### config.mk
export PLATFORM = sky130hd
export DESIGN_NAME = exec_issue_stage_flat
export DESIGN_NICKNAME = d
export VERILOG_FILES = /design/src/rtl/exec_issue_if.sv /design/src/rtl/exec_issue_stage.sv /design/src/flat_wrapper.sv
export SDC_FILE = /design/constraint.sdc
export NUM_CORES = 1
export LEC_CHECK = 0
export CAP_MARGIN = 10
export CORE_MARGIN = 2
export CORE_UTILIZATION = 43
export CTS_CLUSTER_SIZE = 8
export DETAILED_ROUTE_END_ITERATION = 6
export PLACE_DENSITY_LB_ADDON = 0.12
export SYNTH_ARGS = -nofsm -noshare
export SYNTH_HDL_FRONTEND = slang
export SYNTH_SLANG_ARGS = --single-unit
### constraint.sdc
create_clock -name clk -period 1.5 [get_ports clk]
set_input_delay 0.15 -clock clk [delete_from_list [all_inputs] [get_ports clk]]
set_output_delay 0.15 -clock clk [all_outputs]
set_load 0.02 [all_outputs]
### src/rtl/exec_issue_if.sv
// Handshake bundle between the fetch side, the exec_issue_stage and exec_unit.
// slave = the issue stage's view, master = the surrounding pipeline's view.
interface exec_issue_if #(
  parameter int XLEN      = 32,
  parameter int REG_IDX_W = 5
);
  logic                 in_valid;
  logic                 in_ready;
  logic [31:0]          in_instr;
  logic [XLEN-1:0]      in_pc;

  logic                 out_valid;
  logic                 out_ready;
  logic [XLEN-1:0]      out_pc;
  logic [XLEN-1:0]      out_rs1;
  logic [XLEN-1:0]      out_rs2;
  logic [XLEN-1:0]      out_imm;
  logic [5:0]           out_params;
  logic [REG_IDX_W-1:0] out_rd;
  logic                 out_rd_we;
  logic                 out_illegal;

  modport slave (
    input  in_valid, in_instr, in_pc, out_ready,
    output in_ready, out_valid, out_pc, out_rs1, out_rs2, out_imm,
           out_params, out_rd, out_rd_we, out_illegal
  );

  modport master (
    output in_valid, in_instr, in_pc, out_ready,
    input  in_ready, out_valid, out_pc, out_rs1, out_rs2, out_imm,
           out_params, out_rd, out_rd_we, out_illegal
  );
endinterface

### src/rtl/exec_issue_stage.sv
// RV32I integer issue stage: decode, operand read, and a 2-entry (main + skid) output buffer.
// Optional writeback bypass on the operand read is enabled by defining EXEC_ISSUE_BYPASS_EN.
module exec_issue_stage #(
  parameter int XLEN      = 32,
  parameter int REG_IDX_W = 5
) (
  input  logic                 clk,
  input  logic                 rst,
  input  logic                 flush,
  exec_issue_if.slave          bus,
  output logic [REG_IDX_W-1:0] rs1_idx,
  output logic [REG_IDX_W-1:0] rs2_idx,
  input  logic [XLEN-1:0]      rs1_data,
  input  logic [XLEN-1:0]      rs2_data,
  input  logic                 wb_we,
  input  logic [REG_IDX_W-1:0] wb_rd,
  input  logic [XLEN-1:0]      wb_data
);

  localparam logic [6:0] OPC_OP     = 7'b0110011;
  localparam logic [6:0] OPC_OP_IMM = 7'b0010011;
  localparam logic [6:0] OPC_LUI    = 7'b0110111;
  localparam logic [6:0] OPC_AUIPC  = 7'b0010111;

  localparam logic SEL1_REG = 1'b0;
  localparam logic SEL1_PC  = 1'b1;
  localparam logic SEL2_REG = 1'b0;
  localparam logic SEL2_IMM = 1'b1;
  localparam logic [3:0] EXEC_ADD = 4'b0000;

  typedef struct packed {
    logic [XLEN-1:0]      pc;
    logic [XLEN-1:0]      rs1;
    logic [XLEN-1:0]      rs2;
    logic [XLEN-1:0]      imm;
    logic [5:0]           params;
    logic [REG_IDX_W-1:0] rd;
    logic                 rd_we;
    logic                 illegal;
  } entry_t;

  logic [6:0]      opcode;
  logic [2:0]      funct3;
  logic [XLEN-1:0] rs1_val;
  logic [XLEN-1:0] rs2_val;
  entry_t          dec;

  assign opcode  = bus.in_instr[6:0];
  assign funct3  = bus.in_instr[14:12];
  // LUI has no rs1; its field holds immediate bits, so the read address is forced to x0.
  assign rs1_idx = (opcode == OPC_LUI) ? '0 : bus.in_instr[19:15];
  assign rs2_idx = bus.in_instr[24:20];

`ifdef EXEC_ISSUE_BYPASS_EN
  assign rs1_val = (wb_we && (wb_rd != '0) && (wb_rd == rs1_idx)) ? wb_data : rs1_data;
  assign rs2_val = (wb_we && (wb_rd != '0) && (wb_rd == rs2_idx)) ? wb_data : rs2_data;
`else
  logic wb_unused;
  assign wb_unused = ^{wb_we, wb_rd, wb_data};
  assign rs1_val   = rs1_data;
  assign rs2_val   = rs2_data;
`endif

  always_comb begin
    dec         = '0;
    dec.pc      = bus.in_pc;
    dec.rs1     = rs1_val;
    dec.rs2     = rs2_val;
    dec.rd      = bus.in_instr[11:7];
    dec.rd_we   = (bus.in_instr[11:7] != '0);
    dec.illegal = 1'b0;
    case (opcode)
      OPC_OP: begin
        dec.params = {SEL1_REG, SEL2_REG, bus.in_instr[30], funct3};
        dec.imm    = '0;
      end
      OPC_OP_IMM: begin
        // Only SRAI uses instr[30]; ADDI with a negative immediate must never become SUB.
        dec.params = {SEL1_REG, SEL2_IMM, (funct3 == 3'b101) & bus.in_instr[30], funct3};
        dec.imm    = {{(XLEN-12){bus.in_instr[31]}}, bus.in_instr[31:20]};
      end
      OPC_LUI: begin
        dec.params = {SEL1_REG, SEL2_IMM, EXEC_ADD};
        dec.imm    = {bus.in_instr[31:12], 12'b0};
        dec.rs1    = '0;
      end
      OPC_AUIPC: begin
        dec.params = {SEL1_PC, SEL2_IMM, EXEC_ADD};
        dec.imm    = {bus.in_instr[31:12], 12'b0};
      end
      default: begin
        dec.params  = {SEL1_REG, SEL2_IMM, EXEC_ADD};
        dec.imm     = '0;
        dec.rd_we   = 1'b0;
        dec.illegal = 1'b1;
      end
    endcase
  end

  // Handshake: a beat moves on either side only in a cycle where valid && ready are both 1
  // at the rising edge; valid never depends on ready, and a presented entry is held stable
  // until it is taken.
  entry_t main_q, skid_q;
  logic   main_valid, skid_valid;
  logic   accept, drain;

  assign accept = bus.in_valid && bus.in_ready && !flush;
  assign drain  = main_valid && bus.out_ready;

  always_ff @(posedge clk) begin
    if (rst) begin
      main_q     <= '0;
      skid_q     <= '0;
      main_valid <= 1'b0;
      skid_valid <= 1'b0;
    end else if (flush) begin
      main_valid <= 1'b0;
      skid_valid <= 1'b0;
    end else if (!main_valid || drain) begin
      // Main slot frees up: refill from skid first to keep FIFO order.
      if (skid_valid) begin
        main_q     <= skid_q;
        main_valid <= 1'b1;
        if (accept) begin
          skid_q <= dec;
        end
        skid_valid <= accept;
      end else begin
        if (accept) begin
          main_q <= dec;
        end
        main_valid <= accept;
      end
    end else if (accept) begin
      skid_q     <= dec;
      skid_valid <= 1'b1;
    end
  end

  assign bus.in_ready    = !skid_valid;
  assign bus.out_valid   = main_valid;
  assign bus.out_pc      = main_q.pc;
  assign bus.out_rs1     = main_q.rs1;
  assign bus.out_rs2     = main_q.rs2;
  assign bus.out_imm     = main_q.imm;
  assign bus.out_params  = main_q.params;
  assign bus.out_rd      = main_q.rd;
  assign bus.out_rd_we   = main_q.rd_we;
  assign bus.out_illegal = main_q.illegal;

endmodule
### src/flat_wrapper.sv
// flat-port wrapper written by rule: the top's interface ports become plain ports
module exec_issue_stage_flat 
#(
  parameter int XLEN      = 32,
  parameter int REG_IDX_W = 5
)
  (clk, rst, flush, rs1_idx, rs2_idx, rs1_data, rs2_data, wb_we, wb_rd, wb_data, bus_in_valid, bus_in_instr, bus_in_pc, bus_out_ready, bus_in_ready, bus_out_valid, bus_out_pc, bus_out_rs1, bus_out_rs2, bus_out_imm, bus_out_params, bus_out_rd, bus_out_rd_we, bus_out_illegal);
  exec_issue_if #(.XLEN(XLEN), .REG_IDX_W(REG_IDX_W)) bus_i ();
  input  logic clk;
  input  logic rst;
  input  logic flush;
  output logic [REG_IDX_W-1:0] rs1_idx;
  output logic [REG_IDX_W-1:0] rs2_idx;
  input  logic [XLEN-1:0] rs1_data;
  input  logic [XLEN-1:0] rs2_data;
  input  logic wb_we;
  input  logic [REG_IDX_W-1:0] wb_rd;
  input  logic [XLEN-1:0] wb_data;
  input wire logic [$bits(bus_i.in_valid)-1:0] bus_in_valid;
  input wire logic [$bits(bus_i.in_instr)-1:0] bus_in_instr;
  input wire logic [$bits(bus_i.in_pc)-1:0] bus_in_pc;
  input wire logic [$bits(bus_i.out_ready)-1:0] bus_out_ready;
  output wire logic [$bits(bus_i.in_ready)-1:0] bus_in_ready;
  output wire logic [$bits(bus_i.out_valid)-1:0] bus_out_valid;
  output wire logic [$bits(bus_i.out_pc)-1:0] bus_out_pc;
  output wire logic [$bits(bus_i.out_rs1)-1:0] bus_out_rs1;
  output wire logic [$bits(bus_i.out_rs2)-1:0] bus_out_rs2;
  output wire logic [$bits(bus_i.out_imm)-1:0] bus_out_imm;
  output wire logic [$bits(bus_i.out_params)-1:0] bus_out_params;
  output wire logic [$bits(bus_i.out_rd)-1:0] bus_out_rd;
  output wire logic [$bits(bus_i.out_rd_we)-1:0] bus_out_rd_we;
  output wire logic [$bits(bus_i.out_illegal)-1:0] bus_out_illegal;
  assign bus_i.in_valid = bus_in_valid;
  assign bus_i.in_instr = bus_in_instr;
  assign bus_i.in_pc = bus_in_pc;
  assign bus_i.out_ready = bus_out_ready;
  assign bus_in_ready = bus_i.in_ready;
  assign bus_out_valid = bus_i.out_valid;
  assign bus_out_pc = bus_i.out_pc;
  assign bus_out_rs1 = bus_i.out_rs1;
  assign bus_out_rs2 = bus_i.out_rs2;
  assign bus_out_imm = bus_i.out_imm;
  assign bus_out_params = bus_i.out_params;
  assign bus_out_rd = bus_i.out_rd;
  assign bus_out_rd_we = bus_i.out_rd_we;
  assign bus_out_illegal = bus_i.out_illegal;
  exec_issue_stage #(.XLEN(XLEN), .REG_IDX_W(REG_IDX_W)) u_core (.clk(clk), .rst(rst), .flush(flush), .bus(bus_i), .rs1_idx(rs1_idx), .rs2_idx(rs2_idx), .rs1_data(rs1_data), .rs2_data(rs2_data), .wb_we(wb_we), .wb_rd(wb_rd), .wb_data(wb_data));
endmodule
After elaboration in Yosys (flattened, before gate mapping)
Cells that the tools add are included.
{ "word_totals": {"register_bits": 284, "in_bits": 171, "out_inout_bits": 153, "word_cells": 53} }
{ "op_classes": {"n_eq_ne": 6, "n_mux": 13, "bitwise": 2, "reduce_logical": 14} }
{ "ops": {"columns": ["cell", "n"], "rows": [
  ["two-way mux 141 bit", 5],
  ["case mux 38 bit (4 select lines)", 1],
  ["two-way mux 32 bit", 1],
  ["equality test 7 x 5 -> 1 bit (second input constant)", 2],
  ["equality test 7 x 6 -> 1 bit (second input constant)", 2],
  ["two-way mux 5 bit", 1],
  ["nonzero test 5 bit", 1],
  ["two-way mux 1 bit", 4],
  ["nonzero test 2 bit", 2],
  ["OR reduction 4 bit", 1],
  ["equality test 3 bit (second input constant)", 1],
  ["logical AND 1 bit", 3],
  ["zero test 1 bit", 3],
  ["AND reduction 3 bit", 1],
  ["two-way mux 2 bit", 1],
  ["inequality test 2 x 1 -> 1 bit (second input constant)", 1],
  ["AND reduction 2 bit", 1],
  ["OR reduction 2 bit", 1],
  ["bitwise AND 1 bit", 1],
  ["logical OR 1 bit", 1],
  ["NOT 1 bit", 1]
]} }

Longest topological paths before layout
Gate-level depths: netlist (run 1).
{ "depth": {"ltp_word": 6, "mapped_depth": 7, "mapped_depth_nobuf": 4} }

Least setup slack after synthesis (run 1)
Ideal clock, no wire load.
{ "synth_path": {"kind": "reg2reg", "start": "register u_core.main_valid, in the netlist u_core.bus.out_valid", "end": "register u_core.main_q, in the netlist u_core.bus.out_rs1[26]", "setup_ns": 0.132, "arrival_ns": 1.455, "required_time_ns": 1.368, "path_slack_ns": -0.087, "path_stages_with_launch": 7, "path_buffers": 2, "period_less_slack_ns": 1.587, "path_cell_list": "dfxtp_1 and2b_4 or3_1 buf_4 buf_4 a221oi_2 nor3_1"} }
{ "synth_between": {"elab_chain_len": 3, "elab_cells_between_ends": 4, "cone_classes": "reduce/logical: 4"} }
{ "synth_lines": {"columns": ["item", "line", "source"], "rows": [
  ["start, declared", "exec_issue_stage.sv:104", "logic main_valid, skid_valid;"],
  ["start signal, assigned", "exec_issue_stage.sv:132", "main_valid <= accept;"],
  ["zero test 1 bit or logical AND 1 bit (tied branches)", "exec_issue_stage.sv:119, exec_issue_stage.sv:108", null],
  ["logical OR 1 bit (*)", "exec_issue_stage.sv:119", "end else if (!main_valid || drain) begin"],
  ["AND reduction 3 bit (no source line) (*)", null, null],
  ["end signal, assigned", "exec_issue_stage.sv:122", "main_q <= skid_q;"],
  ["end, declared", "exec_issue_stage.sv:103", "entry_t main_q, skid_q;"]
]} }
Mark *: on every way between the ends. The rest lies on a longest branch, timed or not.
A chain may end at the register's enable or synchronous reset.

Worst setup path in the final report (run 1)
{ "layout_path": {"start": "register u_core.skid_valid", "end": "register u_core.main_q, in the netlist u_core.bus.out_params[4]"} }
{ "layout_between": {"elab_chain_len": 5, "elab_cells_between_ends": 6, "cone_classes": "mux: 1; reduce/logical: 5"} }
{ "layout_lines": {"columns": ["item", "line", "source"], "rows": [
  ["start, declared", "exec_issue_stage.sv:104", null],
  ["start signal, assigned", "exec_issue_stage.sv:127", "skid_valid <= accept;"],
  ["zero test 1 bit", "exec_issue_stage.sv:140", "assign bus.in_ready = !skid_valid;"],
  ["logical AND 1 bit (2 in series)", "exec_issue_stage.sv:107", "assign accept = bus.in_valid && bus.in_ready && !flush;"],
  ["nonzero test 2 bit (no source line)", null, null],
  ["AND reduction 3 bit (no source line)", null, null]
]} }
Several ways; a longest one is shown, not always the timed one.

==> impl_metrics.py, run 1 <==
metrics = {
    "timing": {
        "layout_min_cycle_time_ps": 1750,
        "max_freq_mhz": 573,
        "clock_skew_ps": 10.6,
        "drv_slew": 0,
        "rsz0062_at_grt": "yes",
        "hold_ws_ps": 208,
        "final-setup-viol-count": 282,
        "relSlewSlack": 0.604,
        "setup_ws_ps": -245,
        "worst_pin_slew_ps": 593,
        "hold_violations": 0,
        "timing.final.crit_share": 1.16,
    },
    "hold_path": {
        "hp-class": "input port to flop",
        "hold_depth": 3,
    },
    "synth": {
        "synthesis.nets": 1401,
        "ys_top_cells_by_count": "dfxtp_1, nand2_1, nor2_1",
        "ys_warn_count": 0,
        "synth_top_flop_cell": "dfxtp_1",
        "synth.distinct_cells": 44,
        "synth.area.top_cells": "dfxtp_1, a211oi_1, nand2_1",
        "synth-seq-cells": 284,
        "yosysSeqAreaShare": 0.497,
        "synth_top_area_frac": 0.497,
        "yosys.area.top_type": "dfxtp_1",
        "synth.cell_area_um2": 11400,
        "synthArstFlopShare": 0,
        "yosysMostFrequentCell": "dfxtp_1",
        "syn_avg_cell_area_um2": 9.31,
        "synth_edf_count": 0,
        "syn_inst": 1230,
    },
    "floorplan": {
        "die_area_um2": 27900,
        "die_h_um": 167,
        "ioPinCount": 324,
        "core-area_um2": 26100,
        "fp.dieW_um": 167,
        "initial_core_util": 0.438,
        "core.rowCount": 59,
    },
    "clocking": {
        "postCtsHoldBufs": 0,
        "cts.sinks": 284,
        "ctsHtreeMaxLevel": 2,
        "clk_pin_slew_worst_paths_ps": 60,
        "numCtsBuffers": 41,
        "clk_latency_ps": 510,
        "clock_path_buffers": 3,
        "cts_tree": "done",
        "root_buffer": "clkbuf_16",
    },
    "setup_path": {
        "cp-start-kind": "flop",
        "arrival_ps": 2180,
        "crit_fanout": 5,
        "worst_ep_required_time_ps": 1940,
        "worstSetupPathType": "flop to flop",
        "reg2reg_depth": 7,
        "endpoint_kind": "flop",
    },
    "placement": {
        "numPortBuffers": 285,
        "hpwl_mm": 20.6,
        "finalWeightedCongestion": 0.767,
        "place_worst_setup_slack_ps": -637,
    },
    "final_layout": {
        "drive_gt1_frac": 0.297,
        "layout.nets": 1782,
        "diodes": 0,
        "area_growth_pct": 65.4,
    },
    "detailed_routing": {
        "drc": 18,
        "final_antenna_net_count": 0,
        "routed_wl_mm": 42.0,
        "avgRoutedWirePerCell_um": 21.6,
        "avgViaCountPerCell": 5.72,
        "firstDrtPassIters": 6,
        "vias": 11131,
        "drt_iter0_drc": 820,
    },
    "grt": {
        "antenna_found_initial": 0,
        "grt_pass1_vias": 10699,
        "grt_max_degree": 117,
        "grt_usage": 0.266,
        "grt_pass1_wl_mm": 59.7,
        "grt_remaining_overflow": 0,
    },
    "run": {
        "maxCapViolCount": 0,
    },
    "run_status": {
        "status": "finished with violations",
        "violations": "DRC, setup timing",
    },
    "pwr": {
        "p_leak_nw": 7.51,
        "vdd_drop_max_uv": 828,
        "power_density_nw_per_um2": 986,
    },
}
## cell type report
class / count / area, µm²
Clock inverter: 1 / 5.00
Tap cell: 335 / 419
Fill cell: 1899 / 7190
Timing Repair Buffer: 453 / 5390
Sequential cell: 284 / 5690
Inverter: 1 / 6.26
Multi-Input combinational cell: 830 / 6390
Clock buffer: 43 / 1030
## cells by family after synthesis
kind of cell / after synthesis / share of synthesized area
buf+inv: 120 / 0.0550
simple gates: 419 / 0.156
compound gates: 338 / 0.232
flops: 284 / 0.497
mux: 69 / 0.0603
## power breakdown
part | internal, mW | leakage (nW) | switching [mW]
logic | 1.34 | 4.69 | 1.49
clock network | 4.79 | 0.512 | 3.08
registers | 7.82 | 2.31 | 0.162
total | 13.9 | 7.51 | 4.73
## placed cells by master (no fill, tap or decap), drive strengths merged, types with 2 or more instances in the layout
cell type      Yosys  final
and3               2      2
nand3b             3      3
nand2b             3      3
and2b              3      3
and2               5      5
nor2             147    150
nor3b              2      2
a22o              62     62
a211oi            97     97
a221oi            44     44
o211ai             3      3
clkdlybuf4s50      0    130
nand2            189    189
a21oi            126    126
bufbuf             0      2
o21bai             2      2
buf               83    156
nand4              4      4
clkbuf            36     60
or3                1      2
nor4               2      2
mux2i             69     69
dlygate4sd2        0    148
dfxtp            284    284
nand3              9      9
nor3              46     46
## metrics by stage
| stage | utilization | cells | area (µm²) | total power, mW | setup TNS, ps |
|---|---|---|---|---|---|
| global placement | 0.573 | 1809 | 15000 | 10.4 | -112610 |
| detailed placement | 0.573 | 1809 | 15000 | 10.4 | -120900 |
| finish | 0.725 | 1947 | 18900 | 18.7 | -36910 |
| floorplan | - | 1230 | 11500 | 9.15 | -982 |
| CTS | 0.674 | 1930 | 17600 | 18.4 | -30980 |
| global route | 0.725 | 1947 | 18900 | 19.3 | -51840 |
## routing by layer
layer,vias to the layer above,routed length [µm],GRT usage
li1,5180,-,-
met1,5386,17200,0.340
met2,473,20300,0.449
met3,92,3190,0.0603
met4,0,1250,0.0790
met5,-,0,0
## what timing repair did
item                       4_1_cts  5_1_grt
setup endpoints to repair      424      286
setup buffers                   41       19
gates resized for setup        275      278
pin swaps                       41      162
gates cloned                    37       18
hold endpoints to repair         0        0
## state kept, by name (all words and copies together), names as in the netlist
signal	count
u_core.bus.out_rs2	32
u_core.bus.out_rd	5
u_core.bus.out_imm	32
u_core.bus.out_pc	32
u_core.bus.out_params	6
u_core.bus.out_rs1	32
u_core.skid_valid	1
u_core.bus.out_valid	1
u_core.skid_q	141
u_core.bus.out_illegal	1
u_core.bus.out_rd_we	1
## worst paths after layout
kind                startpoint                  endpoint  slack (ps)
min reg2reg  u_core.skid_q[51]         u_core.skid_q[51]         450
min                        rst    u_core.bus.out_illegal         210
max          u_core.skid_valid  u_core.bus.out_params[4]        -250
max reg2reg  u_core.skid_valid  u_core.bus.out_params[4]        -250
## worst max-delay path: stages, from the launching register on
cell,delay (ps)
dfxtp_4,350
buf_6,120
nor2_4,40
buf_6,110
or3_4,480
buf_12,190
a311o_1,260
a21oi_1,120
(Power assumes the default switching activity.)
==> run 2: changes to the inputs <==
- CORE_MARGIN: 2 -> unset
- CTS_BUF_LIST: unset -> sky130_fd_sc_hd__clkbuf_8 sky130_fd_sc_hd__clkbuf_16
==> impl_metrics.py, run 2 (synthesis results as in run 1) <==
metrics = {
    "run_status": {
        "status": "finished with violations",
        "violations": "setup timing",
    },
    "grt": {
        "grt_remaining_overflow": 0,
        "grt_max_degree": 58,
        "grt_pass1_vias": 10573,
        "antenna_found_initial": 0,
        "grt_pass1_wl_mm": 58.3,
        "grt_usage": 0.273,
    },
    "detailed_routing": {
        "firstDrtPassIters": 5,
        "avgRoutedWirePerCell_um": 21.0,
        "routed_wl_mm": 41.1,
        "drc": 0,
        "final_antenna_net_count": 0,
        "drt_iter0_drc": 688,
        "avgViaCountPerCell": 5.69,
        "vias": 11147,
    },
    "clocking": {
        "postCtsHoldBufs": 0,
        "cts.sinks": 284,
        "numCtsBuffers": 41,
        "cts_tree": "done",
        "root_buffer": "clkbuf_16",
        "ctsHtreeMaxLevel": 2,
        "clk_pin_slew_worst_paths_ps": 50,
        "clock_path_buffers": 3,
        "clk_latency_ps": 530,
    },
    "timing": {
        "setup_ws_ps": -305,
        "rsz0062_at_grt": "yes",
        "worst_pin_slew_ps": 698,
        "relSlewSlack": 0.535,
        "clock_skew_ps": 11.8,
        "hold_ws_ps": 89.7,
        "final-setup-viol-count": 275,
        "timing.final.crit_share": 1.20,
        "hold_violations": 0,
        "max_freq_mhz": 554,
        "layout_min_cycle_time_ps": 1800,
        "drv_slew": 0,
    },
    "final_layout": {
        "top_register": "u_core.skid_q",
        "final_common_cell": "dfxtp_1",
        "final-seq-area_um2": 5690,
        "final_cell_mix": "dfxtp_1, nand2_1, clkdlybuf4s50_1",
        "fillerInstances": 1781,
        "drive_gt1_frac": 0.330,
        "area_growth_pct": 69.2,
        "layout.nets": 1791,
        "largest_register_ff_count": 141,
        "final_util": 0.743,
        "diodes": 0,
        "multiInputGateArea_um2": 6430,
    },
    "setup_path": {
        "cp-start-kind": "flop",
        "endpoint_kind": "flop",
        "crit_fanout": 9,
        "slowest_delay_ps": 330,
        "worst_ep_required_time_ps": 1900,
        "crit_slowest_cell": "dfxtp_4",
        "cpMostUsedCell": "buf_12",
        "worstSetupPathType": "flop to flop",
        "crit_chain": "and2b_4 > buf_6 > nor3_4 > buf_12 > buf_12 > buf_16 > nor2_1 > a211oi_1",
        "arrival_ps": 2200,
    },
    "placement": {
        "place_worst_setup_slack_ps": -635,
        "hpwl_mm": 20.9,
        "finalWeightedCongestion": 0.778,
        "numPortBuffers": 285,
    },
    "run": {
        "maxCapViolCount": 0,
    },
    "floorplan": {
        "die_h_um": 165,
        "ioPinCount": 324,
        "fp.dieW_um": 165,
        "initial_core_util": 0.439,
        "die_area_um2": 27300,
        "core-area_um2": 26100,
        "core.rowCount": 59,
    },
    "pwr": {
        "vdd_drop_max_uv": 937,
        "p_leak_nw": 8.52,
        "power_density_nw_per_um2": 988,
    },
    "hold_path": {
        "hp-class": "input port to flop",
    },
}
-- run 2: cell count changes in the layout (fill, tap and decap cells not counted), moves of 16 or more --
| cell | previous run | this run |
|---|---|---|
| dlygate4sd2_1 | 148 | 79 |
| dlymetal6s2s_1 | 0 | 68 |
| a21oi_2 | 43 | 63 |
| a211oi_1 | 51 | 34 |
| a211oi_2 | 45 | 62 |
| nor2_1 | 117 | 101 |
-- run 2: timing repair --
item,in CTS,in global routing
pin swaps,69,186
resized for setup,223,394
buffers inserted,36,23
endpoints found under the setup margin,429,356
gates cloned,34,17
-- run 2: final timing paths --
check                       start                       end  slack [ps]  cells after the start
max          u_core.bus.out_valid    u_core.bus.out_rs2[24]        -300                      8
min                           rst  u_core.bus.out_params[4]          90                      3
max reg2reg  u_core.bus.out_valid    u_core.bus.out_rs2[24]        -300                      8
min reg2reg     u_core.skid_q[54]         u_core.skid_q[54]         450                      2
-- run 2: metal layers --
metal / share of wire / global-route usage
met1: 0.41 / 0.354
met2: 0.48 / 0.440
met3: 0.074 / 0.0634
met4: 0.033 / 0.0997
met5: 0 / 0
-- run 2: report_power, final --
group          switching, mW  internal (mW)  leakage, nW
registers              0.165           7.82         2.31
clock network           3.18           5.10        0.549
logic                   1.49           1.39         5.66
-- run 2: per-stage QoR --
stage	total power [mW]	setup TNS, ps	cells	instance area [µm²]
after floorplan	9.15	-982	1230	11500
after global placement	10.4	-121600	1823	15100
after detailed placement	10.4	-127210	1823	15100
after CTS	19.0	-42380	1938	17900
after global routing	19.8	-46930	1958	19400
final	19.1	-29180	1958	19400
-- run 2: critical path: cells and delay by family, from the launching register on --
kind                   cells  cell delay [ps]
AOI/OAI and AO/OA          1              320
and+or+nand+nor            3              460
buffers and inverters      4              580
DFF                        1              330
-- run 2: area by class of cell --
class / instances / area share
clock inverter: 1 / 0.000452
timing repair buffer: 465 / 0.295
clock buffer: 45 / 0.0570
multi-input combinational: 827 / 0.332
inverter: 1 / 0.000194
sequential: 284 / 0.294
tap: 335 / 0.0216
